===== src/rtl/seg_scan_pkg.sv =====
// seg_scan_pkg -- shared display constants for the multiplexed 7-segment
// scanner.
//
// Contents:
//   SEG_A_BIT / SEG_G_BIT / SEG_DP_BIT  bit positions inside the 8-bit seg bus
//   SEG_OFF                             all segments dark, before polarity
//   GLYPH_ROM                           16 hex glyphs, a..g packed as [6:0]
//   idx_width()                         digit index width, never below 1
package seg_scan_pkg;

    // seg[7] = a ... seg[1] = g, seg[0] = decimal point
    localparam int SEG_A_BIT  = 7;
    localparam int SEG_G_BIT  = 1;
    localparam int SEG_DP_BIT = 0;

    // Dark pattern in "1 = lit" terms; polarity is applied later.
    localparam logic [7:0] SEG_OFF = 8'h00;

    // Glyph table, entry n = segments a..g for hex digit n (1 = lit).
    // Each entry is the 8-bit seg pattern without the dp bit.
    localparam logic [15:0][6:0] GLYPH_ROM = {
        7'h47,  // F  (8E)
        7'h4F,  // E  (9E)
        7'h3D,  // d  (7A)
        7'h4E,  // C  (9C)
        7'h1F,  // b  (3E)
        7'h77,  // A  (EE)
        7'h7B,  // 9  (F6)
        7'h7F,  // 8  (FE)
        7'h70,  // 7  (E0)
        7'h5F,  // 6  (BE)
        7'h5B,  // 5  (B6)
        7'h33,  // 4  (66)
        7'h79,  // 3  (F2)
        7'h6D,  // 2  (DA)
        7'h30,  // 1  (60)
        7'h7E   // 0  (FC)
    };

    // Width of a digit index; a single-digit display still gets one bit.
    function automatic int idx_width(input int ndig);
        return (ndig > 1) ? $clog2(ndig) : 1;
    endfunction

endpackage


===== src/rtl/seg_scan_if.sv =====
// seg_scan_if -- bundle between a display producer and the scanner.
//
// Signals:
//   load        producer -> scanner  single-cycle capture strobe
//   data        producer -> scanner  4*NDIG bits of hex nibbles, digit 0 in [3:0]
//   dp          producer -> scanner  decimal point request per digit
//   lz_en       producer -> scanner  leading-zero blanking enable
//   blank       producer -> scanner  live global blank (not latched)
//   seg         scanner  -> producer segment drive a..g,dp
//   an          scanner  -> producer one-hot digit enable
//   busy_digit  scanner  -> producer index of the digit being shown
//
// Handshake: load is a plain strobe with no backpressure. data, dp and
// lz_en are sampled only on a rising edge where load=1 and are ignored on
// every other edge; the scanner always accepts, so there is no ready.
interface seg_scan_if
    import seg_scan_pkg::*;
#(
    parameter int NDIG = 8
);
    localparam int IW = idx_width(NDIG);

    logic                 load;
    logic [4*NDIG-1:0]    data;
    logic [NDIG-1:0]      dp;
    logic                 lz_en;
    logic                 blank;
    logic [7:0]           seg;
    logic [NDIG-1:0]      an;
    logic [IW-1:0]        busy_digit;

    modport master (
        output load, data, dp, lz_en, blank,
        input  seg, an, busy_digit
    );

    modport slave (
        input  load, data, dp, lz_en, blank,
        output seg, an, busy_digit
    );
endinterface


===== src/rtl/seg_glyph.sv =====
// seg_glyph -- combinational hex nibble to 7-segment glyph lookup.
//
// Ports:
//   nib    in   4-bit hex value
//   glyph  out  segments a..g in [6:0], 1 = lit
module seg_glyph
    import seg_scan_pkg::*;
(
    input  logic [3:0] nib,
    output logic [6:0] glyph
);
    assign glyph = GLYPH_ROM[nib];
endmodule


===== src/rtl/seg_scan.sv =====
// seg_scan -- time-multiplexed 7-segment display scanner.
//
// A prescaler divides clk by SCAN_DIV and steps a digit index through
// 0..NDIG-1. A display register (nibbles, dp, lz_en) is captured on load.
// Every cycle the selected digit is decoded, blanked if needed, put into
// the requested polarity and registered onto seg / an / busy_digit.
//
// Ports:
//   clk   rising-edge clock
//   rst   synchronous active-high reset
//   bus   seg_scan_if.slave (load, data, dp, lz_en, blank -> seg, an, busy_digit)
//
// Parameters:
//   NDIG        digits, 1..16
//   SCAN_DIV    clk cycles per digit, 2..2^20
//   ACTIVE_LOW  1: seg/an are active-low, 0: active-high
module seg_scan
    import seg_scan_pkg::*;
#(
    parameter int NDIG       = 8,
    parameter int SCAN_DIV   = 50000,
    parameter int ACTIVE_LOW = 1
)(
    input  logic       clk,
    input  logic       rst,
    seg_scan_if.slave  bus
);
    localparam int IW = idx_width(NDIG);
    localparam int PW = $clog2(SCAN_DIV);

    // Idle levels of the output pins, with polarity already applied.
    localparam logic [7:0]      SEG_IDLE = (ACTIVE_LOW != 0) ? ~SEG_OFF : SEG_OFF;
    localparam logic [NDIG-1:0] AN_IDLE  = (ACTIVE_LOW != 0) ? {NDIG{1'b1}} : {NDIG{1'b0}};

    // ---------------- prescaler and digit index ----------------
    logic [PW-1:0] pre_q;
    logic [IW-1:0] idx_q;
    logic          tick;

    assign tick = (pre_q == PW'(SCAN_DIV - 1));

    always_ff @(posedge clk) begin
        if (rst) begin
            pre_q <= '0;
        end else if (tick) begin
            pre_q <= '0;
        end else begin
            pre_q <= pre_q + 1'b1;
        end
    end

    // With NDIG=1 the terminal index is 0, so the index never moves.
    always_ff @(posedge clk) begin
        if (rst) begin
            idx_q <= '0;
        end else if (tick) begin
            if (idx_q == IW'(NDIG - 1)) begin
                idx_q <= '0;
            end else begin
                idx_q <= idx_q + 1'b1;
            end
        end
    end

    // ---------------- display register ----------------
    logic [4*NDIG-1:0] nib_q;
    logic [NDIG-1:0]   dp_q;
    logic              lz_q;

    always_ff @(posedge clk) begin
        if (rst) begin
            nib_q <= '0;
            dp_q  <= '0;
            lz_q  <= 1'b0;
        end else if (bus.load) begin
            nib_q <= bus.data;
            dp_q  <= bus.dp;
            lz_q  <= bus.lz_en;
        end
    end

    // ---------------- leading-zero mask ----------------
    // lead_zero[k] is set when nibbles NDIG-1 down to k are all zero.
    // Bit 0 is never set, so a zero value still shows a single "0".
    logic [NDIG-1:0] lead_zero;
    logic            zero_run;

    always_comb begin
        lead_zero = '0;
        zero_run  = 1'b1;
        for (int k = NDIG - 1; k >= 1; k--) begin
            zero_run     = zero_run & (nib_q[4*k +: 4] == 4'h0);
            lead_zero[k] = zero_run;
        end
    end

    // ---------------- digit select ----------------
    logic [3:0]      sel_nib;
    logic            sel_dp;
    logic            sel_lz;
    logic [NDIG-1:0] an_raw;

    always_comb begin
        sel_nib = 4'h0;
        sel_dp  = 1'b0;
        sel_lz  = 1'b0;
        an_raw  = '0;
        for (int k = 0; k < NDIG; k++) begin
            if (idx_q == IW'(k)) begin
                sel_nib   = nib_q[4*k +: 4];
                sel_dp    = dp_q[k];
                sel_lz    = lead_zero[k];
                an_raw[k] = 1'b1;
            end
        end
    end

    logic [6:0] glyph;

    seg_glyph u_glyph (
        .nib   (sel_nib),
        .glyph (glyph)
    );

    // ---------------- blanking and polarity ----------------
    // A leading-zero digit goes dark but keeps its an slot so the duty
    // cycle of every digit stays the same; global blank darkens both.
    logic [7:0]      seg_raw;
    logic [NDIG-1:0] an_act;
    logic [7:0]      seg_nxt;
    logic [NDIG-1:0] an_nxt;

    always_comb begin
        seg_raw = SEG_OFF;
        an_act  = an_raw;
        if (!(lz_q && sel_lz)) begin
            seg_raw[SEG_A_BIT:SEG_G_BIT] = glyph;
            seg_raw[SEG_DP_BIT]          = sel_dp;
        end
        if (bus.blank) begin
            seg_raw = SEG_OFF;
            an_act  = '0;
        end
        seg_nxt = (ACTIVE_LOW != 0) ? ~seg_raw : seg_raw;
        an_nxt  = (ACTIVE_LOW != 0) ? ~an_act  : an_act;
    end

    // ---------------- output registers ----------------
    logic [7:0]      seg_q;
    logic [NDIG-1:0] an_q;
    logic [IW-1:0]   busy_q;

    always_ff @(posedge clk) begin
        if (rst) begin
            seg_q  <= SEG_IDLE;
            an_q   <= AN_IDLE;
            busy_q <= '0;
        end else begin
            seg_q  <= seg_nxt;
            an_q   <= an_nxt;
            busy_q <= idx_q;
        end
    end

    assign bus.seg        = seg_q;
    assign bus.an         = an_q;
    assign bus.busy_digit = busy_q;

endmodule


===== src/flat_wrapper.sv =====
// flat-port wrapper written by rule: the top's interface ports become plain ports
module seg_scan_flat import seg_scan_pkg::*;
#(
    parameter int NDIG       = 8,
    parameter int SCAN_DIV   = 50000,
    parameter int ACTIVE_LOW = 1
)
  (clk, rst, bus_load, bus_data, bus_dp, bus_lz_en, bus_blank, bus_seg, bus_an, bus_busy_digit);
  seg_scan_if #(.NDIG(NDIG)) bus_i ();
  input  logic clk;
  input  logic rst;
  input wire logic [$bits(bus_i.load)-1:0] bus_load;
  input wire logic [$bits(bus_i.data)-1:0] bus_data;
  input wire logic [$bits(bus_i.dp)-1:0] bus_dp;
  input wire logic [$bits(bus_i.lz_en)-1:0] bus_lz_en;
  input wire logic [$bits(bus_i.blank)-1:0] bus_blank;
  output wire logic [$bits(bus_i.seg)-1:0] bus_seg;
  output wire logic [$bits(bus_i.an)-1:0] bus_an;
  output wire logic [$bits(bus_i.busy_digit)-1:0] bus_busy_digit;
  assign bus_i.load = bus_load;
  assign bus_i.data = bus_data;
  assign bus_i.dp = bus_dp;
  assign bus_i.lz_en = bus_lz_en;
  assign bus_i.blank = bus_blank;
  assign bus_seg = bus_i.seg;
  assign bus_an = bus_i.an;
  assign bus_busy_digit = bus_i.busy_digit;
  seg_scan #(.NDIG(NDIG), .SCAN_DIV(SCAN_DIV), .ACTIVE_LOW(ACTIVE_LOW)) u_core (.clk(clk), .rst(rst), .bus(bus_i));
endmodule

===== config.mk =====
export PLATFORM = sky130hd
export DESIGN_NAME = seg_scan_flat
export DESIGN_NICKNAME = d
export VERILOG_FILES = /design/src/rtl/seg_scan_pkg.sv /design/src/rtl/seg_scan_if.sv /design/src/rtl/seg_glyph.sv /design/src/rtl/seg_scan.sv /design/src/flat_wrapper.sv
export SDC_FILE = /design/constraint.sdc
export NUM_CORES = 1
export LEC_CHECK = 0
export ABC_AREA = 1
export CAP_MARGIN = 20
export CORE_MARGIN = 5
export CORE_UTILIZATION = 47
export CTS_CLUSTER_SIZE = 8
export DETAILED_ROUTE_END_ITERATION = 16
export PLACE_DENSITY = 0.74
export SLEW_MARGIN = 5
export SYNTH_ARGS = -nofsm -noshare
export SYNTH_HDL_FRONTEND = slang
export SYNTH_SLANG_ARGS = --single-unit

===== constraint.sdc =====
create_clock -name clk -period 3.1 [get_ports clk]
set_clock_uncertainty 0.1 [all_clocks]
set_input_delay 0.31 -clock clk [delete_from_list [all_inputs] [get_ports clk]]
set_output_delay 0.31 -clock clk [all_outputs]
set_load 0.005 [all_outputs]

Word-level counts from Yosys, hierarchy flattened --
Memory sizes are Yosys's and may differ from the RTL's. Index checks and enable logic that the tools add are counted.
Word-level totals: memories 1, input bits 45, bits in read-only memories 112, word-level logic and storage cells 74, bits in latches 0, bits in writable memories 0, output and inout port bits 19, flip-flop bits (word level) 79
Memories:
- (no name shown) | depth 16, width 7, rd ports 1, clocked after Yosys merged registers in 0, wr ports 0, line seg_glyph.sv:12 | assign glyph = GLYPH_ROM[nib];
Operators by class: multipliers 0, equality and inequality tests 8, add/sub/neg operators 2, shift-type cells 0, divide/modulo/power cells 0, bitwise gates (word level) 8, $lt $le $gt $ge 1, multiplexer cells 36, reduce and logical (&&, ||, !) cells 10
Operators by type and width (count):
- 4-bit two-way mux | 8
- 4-bit zero test | 7
- 8-bit two-way mux | 3
- 1-bit two-way mux | 23
- 16-bit by 1-bit adder with 16-bit output (second input constant) | 1
- 16-bit == test (second input constant) | 1
- 8-bit NOT | 2
- 3-bit == test (second input constant) | 4
- 7-bit two-way mux | 1
- 1-bit AND | 6
- 3-bit by 2-bit == test with 1-bit output (second input constant) | 2
- 4-bit by 5-bit less-than comparator with 1-bit output (second input constant) | 1
- 3-bit by 1-bit adder with 3-bit output (second input constant) | 1
- 3-bit by 1-bit == test with 1-bit output (second input constant) | 1
- 3-bit zero test | 1
- 3-bit two-way mux | 1
- 2-bit OR reduction | 1
- 1-bit logical AND | 1

Longest topological paths before layout --
word-level depth 18, mapped depth 21, mapped depth without buffers 20

By module --
A second synthesis with hierarchy kept.
Unflattened totals: cells, all modules 509, area total of the unflattened synthesis 3632.2 um2
Modules (own cells, without submodules):
- seg_scan | times used 1, area each 3362.0 um2, seq. area each 1581.5 um2, cells each 457
- seg_glyph | times used 1, area each 270.3 um2, seq. area each 0.0 um2, cells each 52

Worst setup path before layout --
No wires, ideal clock.
path kind register to register, start register u_core.idx_q[2], end register u_core.seg_q[1], in the netlist u_core.bus.seg[1], period minus slack after synthesis 2.188 ns, setup time 0.118 ns, cell stages (with the launch flop) 19, data arrival time 1.970 ns, buffers on the path 1, path slack 0.912 ns, cells stage by stage dfxtp_1 -> buf_6 -> inv_4 -> ha_1 -> inv_1 -> o21ai_0 -> inv_1 -> nand2_1 -> nand2_1 -> nand2_1 -> nand2_1 -> nand2_1 -> nand2_1 -> inv_1 -> ha_1 -> nand2_2 -> nand2_1 -> a21oi_1 -> nand2_1
Between the ends: cells in the longest elaborated chain, start to end 14, elaborated cells between the ends (all ways) 29
Ends and longest elaborated chain:
- start: declaration | line seg_scan.sv:37 | logic [IW-1:0] idx_q;
- start signal: assignment | line seg_scan.sv:60 | idx_q <= idx_q + 1'b1;
- 3-bit zero test | line seg_scan.sv:109 | if (idx_q == IW'(k)) begin
- 4-bit two-way mux (8 in series) | line seg_scan.sv:109
- memory read 16 x 7 bit
- 7-bit two-way mux (implied by the code) | line seg_glyph.sv:12
- 8-bit two-way mux * | line seg_scan.sv:136 | if (!(lz_q && sel_lz)) begin
- 8-bit two-way mux * | line seg_scan.sv:140 | if (bus.blank) begin
- 8-bit NOT * | line seg_scan.sv:144 | seg_nxt = (ACTIVE_LOW != 0) ? ~seg_raw : seg_raw;
- end signal: assignment | line seg_scan.sv:159 | seg_q <= seg_nxt;
- end: declaration | line seg_scan.sv:149 | logic [7:0] seg_q;
Mark *: on every way between the ends. The rest lies on a longest branch, timed or not. The select of a mux whose other input is x is not followed. A chain may end at the register's enable or synchronous reset.

Final worst setup path --
start register u_core.idx_q[0], end register u_core.seg_q[1], in the netlist u_core.bus.seg[1]
The elaborated chain is that of the path after synthesis.

==> metrics.txt <==
predominant post-synthesis flop cell dfxtp_1; maximum vdd drop 0.0002866 V; IO Pins 64; first-pass GRT wire length 14650 microns; crit path cell chain ha_1 > ha_1 > inv_1 > o21ai_0 > inv_1 > nand2_1 > nand2_1 > nand2_1 > nand2_1 > nand2_1 > nand2_1 > inv_1 > ha_1 > nand2_2 > nand2_1 > a21oi_1 > nand2_1; most common cell after layout, fill and taps aside nand2_1; Final Instance Area 0.004674 sq mm; post-route ant nets 0; Post-Synth XOR/XNOR Area 0; initial core utilization 0.4801; clock sinks 79; Synth Area in Adders 0.04384; Synth cell types 33; Seq cells post-synth 79; critical path's top delay family adder cells; vias per std cell 4.894; Final period util 0.7940; CP Data Required Time 3240 ps; DRT Wirelength 8627 microns; DIE AREA 0.009770 sq mm; final hold slack 352.0 ps; largest net degree at the start of global routing 42; Final Max Tran Viols 0; TritonCTS clock tree done; post-cts resize count 0; Rows 32; clk_lat worst skew 350 ps; DRC 0; routability cong. 0.9299; Critical Path Slowest Stage Cell dfxtp_1; clock tree buffer depth 2; Post-DP HPWL 6586 microns; WP data arrival 2600 ps; Final min period 2461 ps; vias 3416; number of global-route vias before repair 3278; Setup Buffers After CTS 0; RSZ-0062 raised after global routing no; Clk pwr share 0.394; top cell type's share of synthesized area 0.4263; max incr delay on CP 340 ps; Int Power 1.648 mW; # nets final 649; Post-synth EDFFs 0; # diodes 0; Sw Ratio 0.2505; DRT iter0 DRCs 119; CP max FO 9; largest family of logic cells by synthesized area simple AND/OR/NAND/NOR gates; count of buffers from port buffering 63; hold path start u_core.pre_q[0]; Die Ht 98.85 microns; leakage 2.025 nW; Mapped Cells 526; Power, Total 2.199 mW; mux cell area share after synthesis 0; max_cap viols 0; startpoint types flip-flop; pwr/cell area 470.4 mW/mm^2; GRT Overall Usage 0.1826; outcome finished, final reports clean; Setup CP Type flip-flop to flip-flop; Post-Route Setup TNS 0 ps; synthesized area per cell 7.053 sq um; Worst Hold Depth 1; leading area contributor after synthesis dfxtp_1; R2R Setup Slk 640 ps; Switching Power 0.5508 mW; most frequent cells in the layout 105 x nand2_1, 79 x dfxtp_1, 76 x nor2_1; area grow syn2layout 26.00%; CP Buf/Inv Count 3; Clock transition at path regs 90 ps; crit end category flip-flop; simple-gate share of the synthesized area 0.2833; cts hold-fix bufs 0; post-synthesis compound-gate area fraction 0.1565; Post-Syn Area 0.003710 sq mm; Fmax 406.3 MHz; CORE AREA 0.007727 sq mm; Mapped Nets 584; worst reg2reg startpoint u_core.idx_q[0]; Seq pwr share 0.494; Final Hold Vio Count 0; GRT Residual Overflow 0; Gate power share 0.112; sequential area share after synthesis 0.4263; die width 98.85 microns; TritonCTS Buffers 9; Top cell by count, worst path nand2_1; Ys Warns 0; initial antenna violation count 0; Slew HR 0.6563; first-pass iteration count of the detailed router 4; hold worst-path end u_core.pre_q[0]; Final Setup Violations 0; WL per Instance 12.36 microns; reg-to-reg endpoint u_core.bus.seg[1]; CTS Root Cell clkbuf_8; top post-synthesis cells by area dfxtp_1 43%, nand2_1 11%, o21ai_0 8.0%; H-Tree Depth 3; ratio of cells with drive above 1 in the final layout 0.07718; Reg2Reg Depth 17; ys async rst share 0; Slew @ Worst Pin 515.0 ps; Post-DP Area 0.004448 sq mm; Min-Delay Path Class flip-flop to flip-flop
## state kept, by name, summed over array words and instances, names as in the netlist
| name | cells |
|---|---|
| u_core.lz_q | 1 |
| u_core.bus.busy_digit | 3 |
| u_core.idx_q | 3 |
| u_core.pre_q | 16 |
| u_core.bus.an | 8 |
| u_core.dp_q | 8 |
| u_core.bus.seg | 8 |
| u_core.nib_q | 32 |
## power by group through the flow
stage | logic (mW) | clock network, mW | registers, mW
final | 0.247 | 0.866 | 1.09
after global routing | 0.281 | 0.927 | 1.09
after CTS | 0.248 | 0.888 | 1.09
after detailed placement | 0.246 | 0 | 1.11
after global placement | 0.244 | 0 | 1.11
after floorplan | 0.136 | 0 | 1.10
## synth_stat cells, types with 2 or more instances
master / count
inv_2: 2
a21oi_1: 42
nand2_4: 3
or2_2: 2
nor2_1: 76
ha_1: 13
nand3_1: 19
o21ai_1: 2
nand2_2: 8
nor3_1: 3
o21ai_0: 59
nor4_1: 6
nand4_1: 9
inv_1: 65
nand3b_1: 2
a21boi_2: 3
nor2_4: 2
nand2_1: 105
dfxtp_1: 79
clkbuf_1: 13
## worst max path at each step
stage,cells after the start,endpoint,slack (ps),start
2_1_floorplan,18,u_core.bus.seg[1],910,u_core.idx_q[2]
3_3_place_gp,17,u_core.bus.seg[4],760,u_core.idx_q[1]
3_5_place_dp,17,u_core.bus.seg[1],660,u_core.idx_q[0]
4_1_cts,17,u_core.bus.seg[4],630,u_core.idx_q[1]
5_1_grt,17,u_core.bus.seg[4],360,u_core.idx_q[1]
6_report,17,u_core.bus.seg[1],640,u_core.idx_q[0]
## kinds of logic after synthesis
| family | count (synthesis) |
|---|---|
| AND/OR/NAND/NOR | 240 |
| AO/OA/AOI/OAI | 109 |
| buffers and inverters | 85 |
| flip-flops | 79 |
| adder cells (fa/ha/maj) | 13 |
## worst register-to-register path, delay by kind of cell (launching register included)
family / cells / cell delay (ps)
buffers and inverters: 3 / 380
AO/OA/AOI/OAI: 2 / 240
flip-flops: 1 / 340
adder cells (fa/ha/maj): 3 / 680
AND/OR/NAND/NOR: 9 / 600
## metrics by stage
| stage | instances | setup WS [ps] | util |
|---|---|---|---|
| floorplan | 526 | 912.2 | - |
| global placement | 682 | 758.5 | 0.5756 |
| detailed placement | 682 | 664.5 | 0.5756 |
| CTS | 698 | 631.6 | 0.6049 |
| global route | 698 | 356.7 | 0.6049 |
| finish | 698 | 638.6 | 0.6049 |
## final cells by class
cell class	instances	area (sq um)
sequential	79	1582
multi-input combinational	362	1794
clock inverter	7	102.6
clock buffer	9	123.9
fill	722	3053
inverter	69	261.5
timing repair buffer	70	683.2
tap	102	127.6
## per-layer routing
metal / global-route usage / wire [microns]
met3: 0.04529 / 462
met1: 0.2253 / 3924
met4: 0.07248 / 131
met2: 0.3048 / 4108
met5: 0 / 0
Power figures use the tool's default switching activity.
